## src/rtl/cpu_pkg.sv

```systemverilog
// cpu_pkg: shared core types for the reorder buffer and its neighbours.
package cpu_pkg;
    localparam int ROB_DEPTH = 16;
    localparam int ROBID_W   = $clog2(ROB_DEPTH);
    localparam int PREG_W    = 4;
    localparam int NUM_CPL   = 2;
    typedef logic [ROBID_W-1:0] robid_t;
    typedef logic [PREG_W-1:0]  preg_t;
    typedef struct packed {
        logic  valid;
        logic  done;
        logic  has_dest;
        preg_t oldpreg;
    } rob_entry_t;
endpackage

```

## src/rtl/rob_retire_ctrl_if.sv

```systemverilog
// rob_retire_ctrl_if: allocate, completion, flush and retire signals of the ROB.
interface rob_retire_ctrl_if;
    import cpu_pkg::*;
    logic                      alloc_valid;
    logic                      alloc_ready;
    logic                      alloc_has_dest;
    preg_t                     alloc_oldpreg;
    robid_t                    alloc_robid;
    logic [NUM_CPL-1:0]        cpl_valid;
    robid_t [NUM_CPL-1:0]      cpl_robid;
    logic                      flush;
    logic [PREG_W:0]           retire_out;
    robid_t                    retire_robid;
    logic                      retire_fire;
    logic [ROBID_W:0]          count;
    logic                      empty;
    logic                      full;
    modport master (
        output alloc_valid, alloc_has_dest, alloc_oldpreg, cpl_valid, cpl_robid, flush,
        input  alloc_ready, alloc_robid, retire_out, retire_robid, retire_fire, count, empty, full
    );
    modport slave (
        input  alloc_valid, alloc_has_dest, alloc_oldpreg, cpl_valid, cpl_robid, flush,
        output alloc_ready, alloc_robid, retire_out, retire_robid, retire_fire, count, empty, full
    );
endinterface

```

## src/rtl/rob_retire_ctrl.sv

```systemverilog
// rob_retire_ctrl: in-order allocate, out-of-order complete, in-order retire reorder buffer.
module rob_retire_ctrl
    import cpu_pkg::*;
(
    input logic               clk,
    input logic               rst,
    rob_retire_ctrl_if.slave  rob
);
    typedef logic [ROBID_W:0] ptr_t;
    rob_entry_t [ROB_DEPTH-1:0] ent_q, ent_d;
    ptr_t            head_q, head_d, tail_q, tail_d;
    logic            retire_fire_q, retire_fire_d;
    robid_t          retire_robid_q, retire_robid_d;
    logic [PREG_W:0] retire_out_q, retire_out_d;
    robid_t          head_idx, tail_idx;
    logic            full, do_alloc, do_retire;
    assign head_idx  = head_q[ROBID_W-1:0];
    assign tail_idx  = tail_q[ROBID_W-1:0];
    assign full      = (head_idx == tail_idx) && (head_q[ROBID_W] != tail_q[ROBID_W]);
    assign do_alloc  = rob.alloc_valid && !full;
    assign do_retire = ent_q[head_idx].valid && ent_q[head_idx].done;
    assign rob.alloc_ready  = !full;
    assign rob.alloc_robid  = tail_idx;
    assign rob.full         = full;
    assign rob.empty        = head_q == tail_q;
    assign rob.count        = tail_q - head_q;
    assign rob.retire_fire  = retire_fire_q;
    assign rob.retire_robid = retire_robid_q;
    assign rob.retire_out   = retire_out_q;
    // Completions land before the retire clear so a late strobe cannot leave a stray done bit behind.
    always_comb begin
        ent_d          = ent_q;
        head_d         = head_q;
        tail_d         = tail_q;
        retire_fire_d  = 1'b0;
        retire_robid_d = '0;
        retire_out_d   = '0;
        if (rob.flush) begin
            ent_d  = '0;
            head_d = '0;
            tail_d = '0;
        end else begin
            for (int c = 0; c < NUM_CPL; c++)
                if (rob.cpl_valid[c] && ent_q[rob.cpl_robid[c]].valid)
                    ent_d[rob.cpl_robid[c]].done = 1'b1;
            if (do_retire) begin
                retire_fire_d   = 1'b1;
                retire_robid_d  = head_idx;
                retire_out_d    = {ent_q[head_idx].has_dest, ent_q[head_idx].oldpreg};
                ent_d[head_idx] = '0;
                head_d          = head_q + 1'b1;
            end
            if (do_alloc) begin
                ent_d[tail_idx] = '{valid: 1'b1, done: 1'b0, has_dest: rob.alloc_has_dest,
                                    oldpreg: rob.alloc_oldpreg};
                tail_d          = tail_q + 1'b1;
            end
        end
    end
    always_ff @(posedge clk) begin
        if (!rst) begin
            ent_q          <= '0;
            head_q         <= '0;
            tail_q         <= '0;
            retire_fire_q  <= 1'b0;
            retire_robid_q <= '0;
            retire_out_q   <= '0;
        end else begin
            ent_q          <= ent_d;
            head_q         <= head_d;
            tail_q         <= tail_d;
            retire_fire_q  <= retire_fire_d;
            retire_robid_q <= retire_robid_d;
            retire_out_q   <= retire_out_d;
        end
    end
endmodule

```

## src/flat_wrapper.sv

```systemverilog
// flat-port wrapper written by rule: the top's interface ports become plain ports
module rob_retire_ctrl_flat import cpu_pkg::*;
  (clk, rst, rob_alloc_valid, rob_alloc_has_dest, rob_alloc_oldpreg, rob_cpl_valid, rob_cpl_robid, rob_flush, rob_alloc_ready, rob_alloc_robid, rob_retire_out, rob_retire_robid, rob_retire_fire, rob_count, rob_empty, rob_full);
  rob_retire_ctrl_if rob_i ();
  input logic clk;
  input logic rst;
  input wire logic [$bits(rob_i.alloc_valid)-1:0] rob_alloc_valid;
  input wire logic [$bits(rob_i.alloc_has_dest)-1:0] rob_alloc_has_dest;
  input wire logic [$bits(rob_i.alloc_oldpreg)-1:0] rob_alloc_oldpreg;
  input wire logic [$bits(rob_i.cpl_valid)-1:0] rob_cpl_valid;
  input wire logic [$bits(rob_i.cpl_robid)-1:0] rob_cpl_robid;
  input wire logic [$bits(rob_i.flush)-1:0] rob_flush;
  output wire logic [$bits(rob_i.alloc_ready)-1:0] rob_alloc_ready;
  output wire logic [$bits(rob_i.alloc_robid)-1:0] rob_alloc_robid;
  output wire logic [$bits(rob_i.retire_out)-1:0] rob_retire_out;
  output wire logic [$bits(rob_i.retire_robid)-1:0] rob_retire_robid;
  output wire logic [$bits(rob_i.retire_fire)-1:0] rob_retire_fire;
  output wire logic [$bits(rob_i.count)-1:0] rob_count;
  output wire logic [$bits(rob_i.empty)-1:0] rob_empty;
  output wire logic [$bits(rob_i.full)-1:0] rob_full;
  assign rob_i.alloc_valid = rob_alloc_valid;
  assign rob_i.alloc_has_dest = rob_alloc_has_dest;
  assign rob_i.alloc_oldpreg = rob_alloc_oldpreg;
  assign rob_i.cpl_valid = rob_cpl_valid;
  assign rob_i.cpl_robid = rob_cpl_robid;
  assign rob_i.flush = rob_flush;
  assign rob_alloc_ready = rob_i.alloc_ready;
  assign rob_alloc_robid = rob_i.alloc_robid;
  assign rob_retire_out = rob_i.retire_out;
  assign rob_retire_robid = rob_i.retire_robid;
  assign rob_retire_fire = rob_i.retire_fire;
  assign rob_count = rob_i.count;
  assign rob_empty = rob_i.empty;
  assign rob_full = rob_i.full;
  rob_retire_ctrl u_core (.clk(clk), .rst(rst), .rob(rob_i));
endmodule
```

## config.mk

```make
export PLATFORM = sky130hd
export DESIGN_NAME = rob_retire_ctrl_flat
export DESIGN_NICKNAME = d
export VERILOG_FILES = /design/src/rtl/cpu_pkg.sv /design/src/rtl/rob_retire_ctrl_if.sv /design/src/rtl/rob_retire_ctrl.sv /design/src/flat_wrapper.sv
export SDC_FILE = /design/constraint.sdc
export NUM_CORES = 1
export LEC_CHECK = 0
export CORE_MARGIN = 5
export CORE_UTILIZATION = 57
export CTS_CLUSTER_DIAMETER = 30
export CTS_CLUSTER_SIZE = 30
export DETAILED_ROUTE_END_ITERATION = 16
export DONT_BUFFER_PORTS = 1
export PLACE_DENSITY_LB_ADDON = 0.3
export SLEW_MARGIN = 20
export SYNTH_ARGS = -nofsm -noshare
export SYNTH_HDL_FRONTEND = slang
export SYNTH_SLANG_ARGS = --single-unit
export TNS_END_PERCENT = 10
```

## constraint.sdc

```tcl
create_clock -name clk -period 3.69 [get_ports clk]
set_clock_uncertainty 0.05 [all_clocks]
set_input_delay 0.738 -clock clk [delete_from_list [all_inputs] [get_ports clk]]
set_output_delay 0.738 -clock clk [all_outputs]
set_load 0.005 [all_outputs]
```

==> results of run 1 <==
## where the power goes
part           leakage (nW)  switching [mW]  internal [mW]
registers              1.06         0.00441           1.43
clock network         0.285           0.670           1.06
logic                  1.10          0.0671         0.0329
total                  2.45           0.742           2.53
## worst register-to-register path: stages (launching register included)
cell and delay [ns]:
dfxtp_1 0.33, clkinv_1 0.28, ha_1 0.46, nand4_1 0.22, o211ai_1 0.25, nor3_1 0.72, nor2_1 0.30, a32o_1 0.35
## per-layer routing
layer  vias up  share of wire [%]  GRT usage, %  wire (µm)
met2       235                 47          40.8       7870
met4         0                2.4          10.5        399
li1       2207                  -             -          -
met1      2439                 41          35.7       6900
met5         -                  0             0          0
met3        37                9.4          7.41       1570
## flip-flops by register name, indices dropped and copies added (netlist names)
register	flops
u_core.ent_q	112
u_core.head_q	5
u_core.rob.retire_out	5
u_core.tail_q	5
u_core.rob.retire_robid	4
u_core.rob.retire_fire	1
## placed cells by master, fill, tap and decap left out, types with 4 or more instances in the layout
cell	count
nor3b_2	4
nand4_1	6
o21ai_0	10
a221oi_1	4
mux4_2	40
a32o_1	30
and2_1	9
a21oi_1	21
o21a_1	5
or3_1	4
clkinvlp_4	4
clkinv_4	5
o22ai_1	4
mux2i_1	8
nand3_1	10
a22o_1	50
and3_1	8
nor2b_1	9
inv_1	13
buf_4	10
nor4_1	4
nand2b_1	7
nor3_1	11
ha_1	12
dfxtp_1	130
nor2_1	35
nand2_1	41
xnor2_1	5
clkbuf_16	17
o211ai_1	7
## worst paths after layout
check / start / end
worst min-delay path: u_core.ent_q[50] / u_core.ent_q[50]
worst max-delay path: u_core.head_q[2] / rob_full
worst max register to register: u_core.head_q[2] / u_core.ent_q[17]
worst min register to register: u_core.ent_q[50] / u_core.ent_q[50]
## kinds of logic after synthesis
group	Yosys count
xor gates and xnor gates	7
AOI/OAI and AO/OA	156
muxes	50
DFF	132
and+or+nand+nor	164
buffers and inverters	60
adders and majority gates	13
## per-stage QoR
stage / hold slack (ns) / cells / utilization, %
4_1_cts: 0.420 / 718 / 64.4
6_report: 0.420 / 718 / 64.4
2_1_floorplan: 0.387 / 582 / -
5_1_grt: 0.429 / 718 / 64.4
3_3_place_gp: 0.401 / 686 / 58.8
3_5_place_dp: 0.405 / 686 / 58.8
## cell type report
class | count | share of cell area (%)
inverter | 14 | 0.743
tap | 140 | 2.48
sequential | 132 | 37.4
multi-input combinational | 390 | 49.7
timing repair buffer | 10 | 1.06
clock buffer | 17 | 6.02
clock inverter | 15 | 2.58
==> flow_results.org, run 1 <==
** STA
- The final count of pins violating max slew is 0.
- After layout, the minimum clock period comes to 3.16 ns.
- Based on the critical path, the design can be clocked at up to 316 MHz.
- At the pin with the least slew margin, the transition time is 1.03 ns.
- Adding up every negative setup slack in the final design gives 0 ns.
- The count of endpoints failing hold in the final timing report is 0.
- Setup violations remaining at the end of the flow were counted as 0.
- In the post-route analysis, the smallest setup slack over all paths is 0.529 ns.
- Relative slew slack :: 30.5%
- Setup repair after global routing left no endpoint under its margin.
- Of the available clock period, the critical path in the final layout requires 85.7%.

** Drt
- Dividing the detail-routed via count by the number of cells gives 6.85.
- Wire per inst :: 23.3 µm
- The routed layout has 4918 vias.
- Number of violations reported at the end of detailed-routing iteration 0 :: 460
- The first detailed-routing pass took 5 iterations.
- Number of remaining DRC errors :: 0
- Antenna-violating nets left :: 0
- Post-detailed-routing wire length :: 16.7 mm

** Clock tree
- Counting every sink on the clock net gives 132.
- Once the clock tree was built, the resizer swapped 0 gates to a different size.
- H-Tree Depth :: 4
- Insertion delay to the later sink of the worst-skew pair :: 0.43 ns
- The tree is rooted in a clkbuf_16.
- CTS Hold Buffers Added :: 0
- Inserted Clock Buffers :: 17
- Post-CTS clock slew at the launch and capture registers of the worst setup and hold paths :: 0.06 ns
- In this run the deepest clock path goes through 2 buffers.
- Number of post-CTS setup repair buffers :: 0
- TritonCTS clock tree :: yes

** Die
- Die Span Y :: 116 µm
- For this configuration, the core starts out at a cell density of 58.7%.
- # IOs :: 41
- Chip Width :: 116 µm
- Placeable core region :: 0.0110 mm²
- The die covers 0.0135 mm².
- The floorplan has 38 rows.

** Synthesis
- The synthesized netlist devotes 21.4% of its cell area to compound gates.
- Synth Register Bits :: 132
- For this run, asynchronously set or reset flops after synthesis account for 0%.
- Biggest area contributors in the synthesized netlist :: dfxtp_1, mux4_2, a22o_1, a32o_1, nand2_1
- Register area share after synthesis :: 41.0%
- After Yosys synthesis, and, or, nand and nor cells account for 13.7% of the synthesized area.
- Dominant combinational cell family by area after synthesis :: compound AO/OA/AOI/OAI gates
- The synthesized design devotes to its leading area cell type 41.0% of total area.
- Of the post-synthesis cell area, the part taken by muxes is 15.6%.
- Among all flip-flop cells after synthesis, the most frequent one is dfxtp_1.
- The commonest cells after synthesis are dfxtp_1, a22o_1, nand2_1, mux4_2, nor2_1.
- Synth Warn # :: 0
- Post-Synth Adder-Cell Area :: 2.64%
- After Yosys synthesis, XOR and XNOR cells account for 1.07% of the synthesized area.
- The biggest area contributor in the post-synthesis netlist is dfxtp_1.
- Net Count, Synth :: 614
- Yosys cell types :: 63
- In this run, synthesis inferred 0 flip-flops with an integrated enable.
- Most frequent cell after synthesis :: dfxtp_1
- Each instance of the synthesized netlist takes up on average 11.1 µm².
- Synthesized area :: 0.00645 mm²
- In the synthesized netlist, the number of instances is 582.

** Global routing
- The first global-routing pass estimated 27.1 mm of wire.
- Entering global routing, the biggest net connects 39 pins.
- In the global route stage, overall resource usage came out at 26.5%.
- After global routing the overflow that remains totals 0.
- Vias in the first global route :: 4917
- The number of antenna violations at the first check in global routing was 0.

** Worst setup path
- The critical path crosses 5 cells after its start point.
- Reg2Reg Setup Slack :: 0.62 ns
- The cell family contributing the most delay on the critical path is simple AND/OR/NAND/NOR gates.
- STA classifies the critical path startpoint as a register.
- In this design, the stage delay of the slowest critical-path cell is 0.48 ns.
- Required arrival time at the worst endpoint :: 2.90 ns
- On the critical path, the stage with the largest delay is an instance of ha_1.
- The critical path goes through clkinv_1 > ha_1 > nand4_1 > or2_1 > inv_1.
- Highest net fanout along the worst path :: 9
- Number of buffer and inverter instances along the worst setup path :: 2
- The worst setup path is of the register to output port kind.
- Data on the critical path arrives at its endpoint at 2.37 ns.
- Reg2Reg Depth :: 7
- The worst setup path is captured at an output port.

** Place
- Gp weighted congestion :: 0.932
- Dpl cell area :: 0.00646 mm²
- Detailed placement finished with a half-perimeter wire length of 12.0 mm.
- Timing analysis after detailed placement gives a worst setup slack of 0.637 ns.
- IO Port Bufs :: 0

** Power
- The analysis attributes to cell leakage a power of 2.45 nW.
- Worst VDD drop :: 0.000411 V
- PD cells :: 462 mW/mm²
- PnR Total Power :: 3.27 mW

** Min path
- Worst hold stages :: 1
- The worst hold path belongs to the class register to register.

** Cells and area
- After filler insertion, the fill cell instance count of the layout stands at 859.
- Area used by sequential logic in the layout :: 0.00265 mm²
- Summing all multi-input logic gate instances after layout gives 0.00351 mm².
- Ratio of cells with drive above 1 in the final layout :: 19.4%
- Layout overhead on the synthesized area :: 9.64%
- Antenna Cells :: 0
- Final Cell Area :: 0.00707 mm²
- Final-stage net count :: 597

** Run status
- The flow ran to the end, and the final reports show no timing, DRC or antenna violations.

** Job
- Max cap viols :: 0
No activity file was read; power rests on OpenSTA's default activity.
==> run 2: changes to the inputs <==
--- a/config.mk
+++ b/config.mk
@@ -5,6 +5,7 @@
 export SDC_FILE = /design/constraint.sdc
 export NUM_CORES = 1
 export LEC_CHECK = 0
+export CORE_ASPECT_RATIO = 0.5
 export CORE_MARGIN = 5
 export CORE_UTILIZATION = 57
 export CTS_CLUSTER_DIAMETER = 30
==> run 2 against run 1 <==
Effect of this change: register-to-register slack got worse by 0.13 ns; clock-buffer cell count rose by 6; flip-flop and latch count did not move; global-route usage rose by 1.3 points; sequential share of layout area fell by 0.34 points; clock power rose by 4%; hold slack improved by 0.0056 ns; die area rose by 0.95%; critical path type unchanged; largest cell class unchanged; largest power group unchanged; highest routed layer unchanged.
==> flow_results.org, run 2 (synthesis results as in run 1) <==
** Place
- The pre-CTS setup slack is 0.655 ns (+0.0186 ns).
- The placed wire-length estimate after detailed placement was 12.9 mm (+7.7%).
- The final estimated routing congestion in global placement was 0.890 (-4.5%).
- IO Port Bufs :: 0 (unchanged)
- Dpl cell area :: 0.00651 mm² (+0.68%)
- Cell count after placement :: 696 (+1.5%)

** STA
- Setup repair after global routing left no endpoint under its margin.
- Relative slew slack :: 37.2% (+6.7 points)
- The final period utilization is 88.7% (+3.1 points).
- Setup_tns :: 0 ns (unchanged)
- The tightest hold margin was 0.425 ns (+0.00556 ns).
- Final Hold Viols :: 0 (unchanged)
- The worst setup slack after layout was 0.416 ns (-0.113 ns).
- The final-report setup violation count is 0 (unchanged).
- Least-Margin Pin Slew :: 0.938 ns (-0.0961 ns)
- The peak clock frequency supported by timing was 305 MHz (-3.5%).
- The minimum period implied by the final worst setup slack came to 3.27 ns (+0.113 ns).
- The final count of pins violating max slew came to 0 (unchanged).

** Worst setup path
- Highest net fanout along the worst path :: 9 (unchanged)
- The kind of cell with the highest combined delay along the critical path is simple AND/OR/NAND/NOR gates.
- The signal on the critical path passes through clkinv_1 > ha_1 > nand4_1 > or2_1 > inv_1.
- Number of buffer and inverter instances along the worst setup path :: 2 (unchanged)
- Required arrival time at the worst endpoint :: 2.90 ns (about the same)
- Arrival time reported for the critical path endpoint :: 2.49 ns (+0.12 ns)
- The worst setup path is of the register to output port kind.
- The slowest stage of the critical path is the ha_1 cell.
- STA classifies the critical path endpoint as an output port.
- The worst setup path is launched from a register.
- Crit path largest cell delay :: 0.50 ns (+0.02 ns)

** Drt
- DR vias/cell :: 7.02 (+2.5%)
- The initial detailed-routing violation count is 607 (+32%).
- The wire length per cell after detailed routing was 25.6 µm (+9.9%).
- The sum of routed wire length over all layers was 18.6 mm (+11%).
- Antenna-violating nets left :: 0 (unchanged)
- The DRC violation count after routing is 0 (unchanged).
- Routed via count :: 5103 (+3.8%)
- The total iterations of the first detailed-routing run was 6 (+1).

** Cells and area
- The count of antenna diodes in the layout is 0 (unchanged).
- Largest register FFs :: 112 (unchanged)
- The post-layout instance count excluding filler cells is 727 (+1.3%).
- Final-stage net count :: 602 (+0.84%)
- Final Cell Area :: 0.00714 mm² (+0.92%)
- Leading cell type in the layout, fill and taps excluded :: dfxtp_1
- Layout overhead on the synthesized area :: 10.7%
- Post-layout utilization of the core :: 64.8% (+0.42 points)
- The share of layout cells above drive strength 1 was 19.6% (+0.21 points).
- Register with the most flip-flops :: u_core.ent_q
- In the layout the commonest cells are dfxtp_1, a22o_1, nand2_1, mux4_2, nor2_1.

** Clock tree
- The deepest clock path buffer count came to 2 (unchanged).
- The tree is rooted in a clkbuf_16.
- Post-CTS clock slew at the launch and capture registers of the worst setup and hold paths :: 0.05 ns (about the same)
- H-Tree Depth :: 4 (unchanged)
- Number of sinks on the clock net :: 132 (unchanged)
- Inserted Clock Buffers :: 17 (unchanged)
- TritonCTS built the clock tree.
- Cells resized by post-CTS repair :: 0 (unchanged)
- The post-cts hold buffer count was 0 (unchanged).
- Insertion delay to the later sink of the worst-skew pair :: 0.42 ns (about the same)
- The post-CTS setup repair buffer count came to 0 (unchanged).

** Die
- # IOs :: 41 (unchanged)
- The die outline height is 85.2 µm (-27%).
- The core footprint is 0.0110 mm² (+0.27%).
- Row count :: 27 (-29%)
- The effective utilization at floorplan came to 58.6% (-0.16 points).
- The die boundary width came to 160 µm (+38%).
- The area of the die is 0.0137 mm² (+0.95%).

** Global routing
- Met1 track demand over resource in global routing :: 39.2% (+3.6 points)
- Met3 usage in global routing :: 11.7% (+4.3 points)
- The total congestion overflow is 0 (unchanged).
- The via count of the first global-routing pass is 5019 (+2.1%).
- Global-route wire length before repair :: 29.2 mm (+7.9%)
- The routing usage on met2 was 39.2% (-1.6 points).
- Pin count of the biggest net entering global routing :: 39 (unchanged)
- Global routing usage summed across all routing layers :: 27.8% (+1.3 points)
- Routing layer with the top usage in global route :: met1
- The number of antenna violations at the first check in global routing was 0 (unchanged).

** Power
- The cell area power density is 468 mW/mm² (+1.3%).
- Worst VDD drop :: 0.000369 V (-10%)
- The power consumption was 3.34 mW (+2.2%).
- Leakage power :: 2.50 nW (+1.7%)

** Run status
- Outcome :: completed

** Job
- Max cap viols :: 0 (unchanged)

** Min path
- Worst min path class :: register to register
run 2: cell count changes in the layout (fill, tap and decap cells not counted):
cell,before,now
nand2b_1,7,6
clkinv_4,5,1
inv_6,1,0
nand2b_2,0,1
clkbuf_8,0,3
buf_4,10,15
clkinvlp_4,4,2
bufinv_16,3,4
clkbuf_1,0,3
clkinv_2,2,1
run 2: layout make-up:
cell class,instances,area [µm²]
inverters,14,52.6
flip-flops and latches,132,2650
multi-input cells,390,3520
well taps,145,181
repair buffers,15,113
fillers,817,3880
clock inverters,8,149
clock buffers,23,478
run 2: worst reg2reg max path: cells and delay by family, from the launching register on:
kind / cells / cell delay, ns
adders and majority gates: 1 / 0.50
AOI/OAI and AO/OA: 2 / 0.85
DFF: 1 / 0.33
buffers and inverters: 2 / 0.60
and+or+nand+nor: 3 / 0.81
run 2: path summary, 6_finish.rpt:
kind                                  startpoint                to  slack, ns  depth (start not counted)
worst min-delay path            u_core.ent_q[10]  u_core.ent_q[10]       0.43                          1
worst max register to register  u_core.head_q[2]  u_core.ent_q[52]       0.49                          8
worst min register to register  u_core.ent_q[10]  u_core.ent_q[10]       0.43                          1
worst max-delay path            u_core.head_q[2]          rob_full       0.42                          5
run 2: power by group:
| group | leakage, nW | internal (mW) | switching [mW] | total, mW |
|---|---|---|---|---|
| clock | 0.299 | 1.18 | 0.619 | 1.80 |
| sequential | 1.06 | 1.43 | 0.00414 | 1.43 |
| combinational | 1.13 | 0.0330 | 0.0736 | 0.107 |
run 2: layer usage:
metal	part of all wire, %	wire, µm
met4	1.6	289
met2	41	7660
met3	15	2760
met5	0	0
met1	43	7920
